**config.mk**
```make
export PLATFORM = sky130hd
export DESIGN_NAME = dcache
export DESIGN_NICKNAME = d
export VERILOG_FILES = /design/src/rtl/dcache.sv
export SDC_FILE = /design/constraint.sdc
export NUM_CORES = 2
export LEC_CHECK = 0
export CORE_ASPECT_RATIO = 1.2
export CORE_MARGIN = 2
export CORE_UTILIZATION = 37
export DETAILED_ROUTE_END_ITERATION = 10
export PLACE_DENSITY_LB_ADDON = 0.3
export SYNTH_ARGS = -nofsm -noshare
export SYNTH_HDL_FRONTEND = slang
export SYNTH_SLANG_ARGS = --single-unit
export TNS_END_PERCENT = 100
```
**constraint.sdc**
```tcl
create_clock -name clk_i -period 14.6 [get_ports clk_i]
set_input_delay 2.92 -clock clk_i [delete_from_list [all_inputs] [get_ports clk_i]]
set_output_delay 2.92 -clock clk_i [all_outputs]
set_load 0.01 [all_outputs]
```
**src/rtl/dcache.sv**
```systemverilog
// Direct-mapped write-back/write-allocate data cache: hits complete combinationally,
// misses write back a dirty victim and then fetch the 128-bit block.
module dcache #(
  parameter int SETS = 16
) (
  input  logic         clk_i,
  input  logic         rst_ni,
  input  logic         cpu_valid_i,
  input  logic         cpu_wen_i,
  input  logic [31:0]  cpu_addr_i,
  input  logic [3:0]   cpu_be_i,
  input  logic [31:0]  cpu_wdata_i,
  output logic         cpu_ready_o,
  output logic [31:0]  cpu_rdata_o,
  output logic         mem_valid_o,
  output logic         mem_wen_o,
  output logic [31:0]  mem_raddr_o,
  output logic [31:0]  mem_waddr_o,
  output logic [127:0] mem_wdata_o,
  input  logic         mem_ready_i,
  input  logic [127:0] mem_rdata_i
);
  localparam int IW = $clog2(SETS);
  localparam int TW = 28 - IW;

  typedef enum logic [2:0] {COMPARE, WB_REQ, WB_WAIT, AL_REQ, AL_WAIT} state_t;

  state_t         state;
  logic [SETS-1:0] valid, dirty;
  logic [TW-1:0]  tags [SETS];
  logic [127:0]   data [SETS];

  logic [IW-1:0]  idx;
  logic [TW-1:0]  tag;
  logic [1:0]     wsel;
  logic [127:0]   line, merged;
  logic           hit, store_hit, fill;
  wire            unused_ok = ^cpu_addr_i[1:0];

  assign idx  = cpu_addr_i[IW+3:4];
  assign tag  = cpu_addr_i[31:IW+4];
  assign wsel = cpu_addr_i[3:2];
  assign line = data[idx];
  assign hit  = cpu_valid_i & valid[idx] & (tags[idx] == tag);

  assign cpu_ready_o = (state == COMPARE) & hit;
  assign cpu_rdata_o = (cpu_ready_o & ~cpu_wen_i) ? line[wsel*32 +: 32] : 32'h0;
  assign store_hit   = cpu_ready_o & cpu_wen_i;
  assign fill        = (state == AL_WAIT) & mem_ready_i;

  // Victim fields come from the line the current request indexes.
  assign mem_raddr_o = {cpu_addr_i[31:4], 4'h0};
  assign mem_waddr_o = {tags[idx], idx, 4'h0};
  assign mem_wdata_o = line;

  always_comb begin
    merged = line;
    for (int b = 0; b < 4; b++)
      if (cpu_be_i[b]) merged[wsel*32 + b*8 +: 8] = cpu_wdata_i[b*8 +: 8];
  end

  always_ff @(posedge clk_i or negedge rst_ni) begin
    if (!rst_ni) begin
      state       <= COMPARE;
      valid       <= '0;
      dirty       <= '0;
      mem_valid_o <= 1'b0;
      mem_wen_o   <= 1'b0;
    end else begin
      case (state)
        COMPARE: begin
          if (store_hit) dirty[idx] <= 1'b1;
          if (cpu_valid_i && !hit) begin
            mem_valid_o <= 1'b1;
            if (valid[idx] && dirty[idx]) begin
              state     <= WB_REQ;
              mem_wen_o <= 1'b1;
            end else begin
              state     <= AL_REQ;
              mem_wen_o <= 1'b0;
            end
          end
        end
        WB_REQ: begin
          state       <= WB_WAIT;
          mem_valid_o <= 1'b0;
          mem_wen_o   <= 1'b0;
        end
        WB_WAIT: if (mem_ready_i) begin
          state       <= AL_REQ;
          mem_valid_o <= 1'b1;
        end
        AL_REQ: begin
          state       <= AL_WAIT;
          mem_valid_o <= 1'b0;
        end
        AL_WAIT: if (mem_ready_i) begin
          state      <= COMPARE;
          valid[idx] <= 1'b1;
          dirty[idx] <= 1'b0;
        end
        default: begin
          state       <= COMPARE;
          mem_valid_o <= 1'b0;
          mem_wen_o   <= 1'b0;
        end
      endcase
    end
  end

  // Tag/data arrays carry no reset; valid bits gate their use.
  always_ff @(posedge clk_i) begin
    if (fill) begin
      data[idx] <= mem_rdata_i;
      tags[idx] <= tag;
    end else if (store_hit) begin
      data[idx] <= merged;
    end
  end
endmodule

```
==> impl_metrics.py <==
metrics = {
    "worst_setup_path": {
        "criticalPathCategory": "input port to output pin",
        "worstPathArrival_ps": 8580,
        "crit_chain": "buf_8 > buf_4 > or2_2 > o22ai_1 > o21a_1 > a2111o_1 > o31ai_1 > nor2b_1 > nor3b_4 > buf_4 > and3_1 > clkdlybuf4s50_1",
        "critPathCaptureType": "output pin",
        "max_stage_delay_ps": 970,
        "cp.required_ps": 11680,
        "critPathMaxFanout": 79,
        "path_buf_inv": 4,
        "cpMostUsedCell": "buf_4",
        "start_kind": "input port",
        "path_delay_family": "buffers and inverters",
        "slowest_stage": "buf_4",
    },
    "route": {
        "routed-wl-met2_mm": 148.2,
        "routed_via_density": 5.791,
        "drt_iter0_drc": 6445,
        "routedWlPerCell_um": 34.11,
        "wl_met3_mm": 25.21,
        "drt_wl_total_mm": 300.1,
        "dr.pass1.iters": 6,
        "final_antenna_net_count": 0,
        "drt-met1-wl_mm": 110.5,
        "vias": 50950,
        "dr.max_layer_used": "met5",
        "drc": 0,
    },
    "timing": {
        "max_freq_mhz": 86.99,
        "tns_ps": 0,
        "slew_violations": 0,
        "worstMarginPinSlew_ps": 1352,
        "fin_crit_sh_pct": 78.74,
        "finalSetupViolations": 0,
        "whs_ps": 457.6,
        "setup_ws_ps": 3104,
        "fin_skew_ps": 134.4,
        "period_needed_ps": 11500,
        "finalHoldViolCount": 0,
        "rsz0062_at_grt": "false",
        "slew_headroom_pct": 9.843,
    },
    "cells_and_area": {
        "fin_nets": 5244,
        "final_area_sq_um": 114400,
        "drive_gt1_share_pct": 24.85,
        "fill_cells": 22750,
        "area_growth_pct": 16.57,
        "fin_cells": 8799,
    },
    "global_route": {
        "grt_pass1_wl_mm": 413.6,
        "grt_pass1_vias": 51530,
        "grt_max_degree": 140,
        "overflow": 0,
        "antenna_found_initial": 32,
        "grt.total_usage_pct": 22.06,
    },
    "logic_synthesis": {
        "syn-cell-area_sq_um": 98140,
        "ys_warn_count": 0,
        "ys_ff_latch": 2469,
        "ys_seq_area_share_pct": 75.36,
        "synth_edf_count": 2432,
        "synth_top_area_share_pct": 74.42,
        "synth_area_leaders": "edfxtp_1 74%, mux4_2 18%, a21oi_1 1.1%",
        "async_flop_share_pct": 1.499,
        "ys.flop_type": "edfxtp_1",
        "synth_largest_area_cell": "edfxtp_1",
        "syn_inst": 4540,
        "ys_types": 59,
        "synth_area_per_cell_sq_um": 21.62,
    },
    "clock_network": {
        "insertion_delay_ps": 940,
        "cts_resized": 0,
        "cts_tree": "yes",
        "cts_buffers": 248,
        "ctsHoldBuffers": 0,
        "cts_root_buf": "clkbuf_16",
        "htree_levels": 4,
        "post_cts_buffers": 0,
        "cts.clk_slew.worst_paths_ps": 60,
        "cts_buffer_depth": 4,
        "clkSinkCount": 2469,
    },
    "hold_path": {
        "hold_class": "flip-flop to flip-flop",
    },
    "pwr": {
        "p_leak_nw": 35.50,
        "power_density_nw_per_um2": 132.2,
        "vdd_drop_max_uv": 107.2,
    },
    "floorplan": {
        "rows": 207,
        "pin_count": 428,
        "die-area_sq_um": 269400,
        "start_util_pct": 37.11,
        "core_sq_um": 264400,
        "die_y_um": 568.2,
        "die_w_um": 474.1,
    },
    "status": {
        "status": "complete, no violations",
    },
    "place": {
        "hpwl_mm": 171.3,
        "dp_slack_ps": 3107,
        "routabilityCongestion": 0.8444,
        "dp_cells": 8338,
        "io_buffers": 417,
        "place_area_sq_um": 106800,
    },
    "run": {
        "maxCapViolations": 0,
    },
}
-- Yosys cell counts, drive strengths merged, types with 2 or more instances --
master	instances
o41ai	7
clkbuf	151
edfxtp	2432
a31o	2
dfrtp	37
or3	3
nor4b	5
nor2b	7
mux2	14
nand2	143
mux2i	51
buf	146
nand3	10
a2111o	2
nand2b	5
and2	7
o221ai	2
xnor2	11
o211ai	3
a31oi	8
o22ai	17
a32o	2
o21a	4
mux4	771
o31ai	3
a21oi	221
nor4	5
a2bb2oi	2
or2	18
o21ai	21
nor3	23
a211oi	2
ha	6
and3	35
inv	21
nand4	3
xor2	7
a22oi	69
nor2	249
-- through the flow --
| stage | util (%) | total power (W) |
|---|---|---|
| floorplan | - | 0.008628 |
| global placement | 40.37 | 0.009201 |
| detailed placement | 40.37 | 0.009217 |
| CTS | 43.24 | 0.01523 |
| global route | 43.25 | 0.01553 |
| finish | 43.26 | 0.01512 |
-- final timing paths --
check	from	to	slack, ps	cells past startpoint
min reg2reg	valid[6]$_DFFE_PN0P_	valid[6]$_DFFE_PN0P_	460	1
min	valid[6]$_DFFE_PN0P_	valid[6]$_DFFE_PN0P_	460	1
max reg2reg	tags[11][2]$_DFFE_PP_	data[8][119]$_DFFE_PP_	8180	12
max	cpu_addr_i[5]	cpu_rdata_o[26]	3100	12
min in group asynchronous	rst_ni	state[1]$_DFFE_PN0P_	2150	1
max in group asynchronous	rst_ni	valid[6]$_DFFE_PN0P_	11790	1
-- cell type report --
type / count / area [sq um] / area share (%)
Sequential cell: 2469 / 73960 / 64.65
Multi-Input combinational cell: 1759 / 22950 / 20.06
Clock buffer: 312 / 6510 / 5.691
Timing Repair Buffer: 537 / 5348 / 4.675
Tap cell: 3553 / 4446 / 3.886
Clock inverter: 133 / 1061 / 0.9275
Inverter: 22 / 90.09 / 0.07875
Antenna cell: 14 / 35.03 / 0.03062
-- cells in the final DEF, fill, tap and decap left out, drive strengths merged, types with 35 or more instances in the layout --
cell type,count
and3,35
clkbuf,312
nor2,249
buf,126
nand2,143
edfxtp,2432
mux2i,51
dfrtp,37
clkdlybuf4s50,411
clkinv,104
mux4,771
a21oi,221
a22oi,69
-- power breakdown --
part / leakage (nW) / internal [W] / switching, W
logic: 9.48 / 0.000462 / 0.000721
registers: 22.3 / 0.00785 / 0.0000262
clock network: 3.68 / 0.00338 / 0.00268
-- worst register-to-register path: stages, from the launching register on --
cell and delay (ps):
edfxtp_1 370, mux4_2 490, mux2i_1 160, mux2i_1 120
xor2_1 190, or4_1 600, or4b_1 610, nor4b_4 240
buf_4 460, buf_4 660, buf_12 550, nor2_1 570
a21oi_1 980
-- per-layer routing --
metal  track usage [%]  up-vias
met1             28.08    27760
met2             36.40     2532
met5                 0        -
met3             4.266      550
li1                  -    20090
met4             10.41       24
-- sequential cells by signal (all words and copies together) (netlist names), named ones only --
name / flops
mem_valid_o: 1
valid: 16
data: 2048
mem_wen_o: 1
state: 3
tags: 384
-- cells by family (layout without fill, tap and decap cells) --
group                    after synthesis  in the layout  share of synthesized area (%)
XOR/XNOR                              18             18                         0.1606
adder cells (fa/ha/maj)                6              6                        0.07650
multiplexers                         836            836                          18.37
AND/OR/NAND/NOR                      520            520                          2.324
buffers and inverters                319           1004                          1.471
AO/OA/AOI/OAI                        371            371                          2.229
other                                  1             22                       0.003821
flip-flops                          2469           2469                          75.36
(Power assumes the default switching activity.)
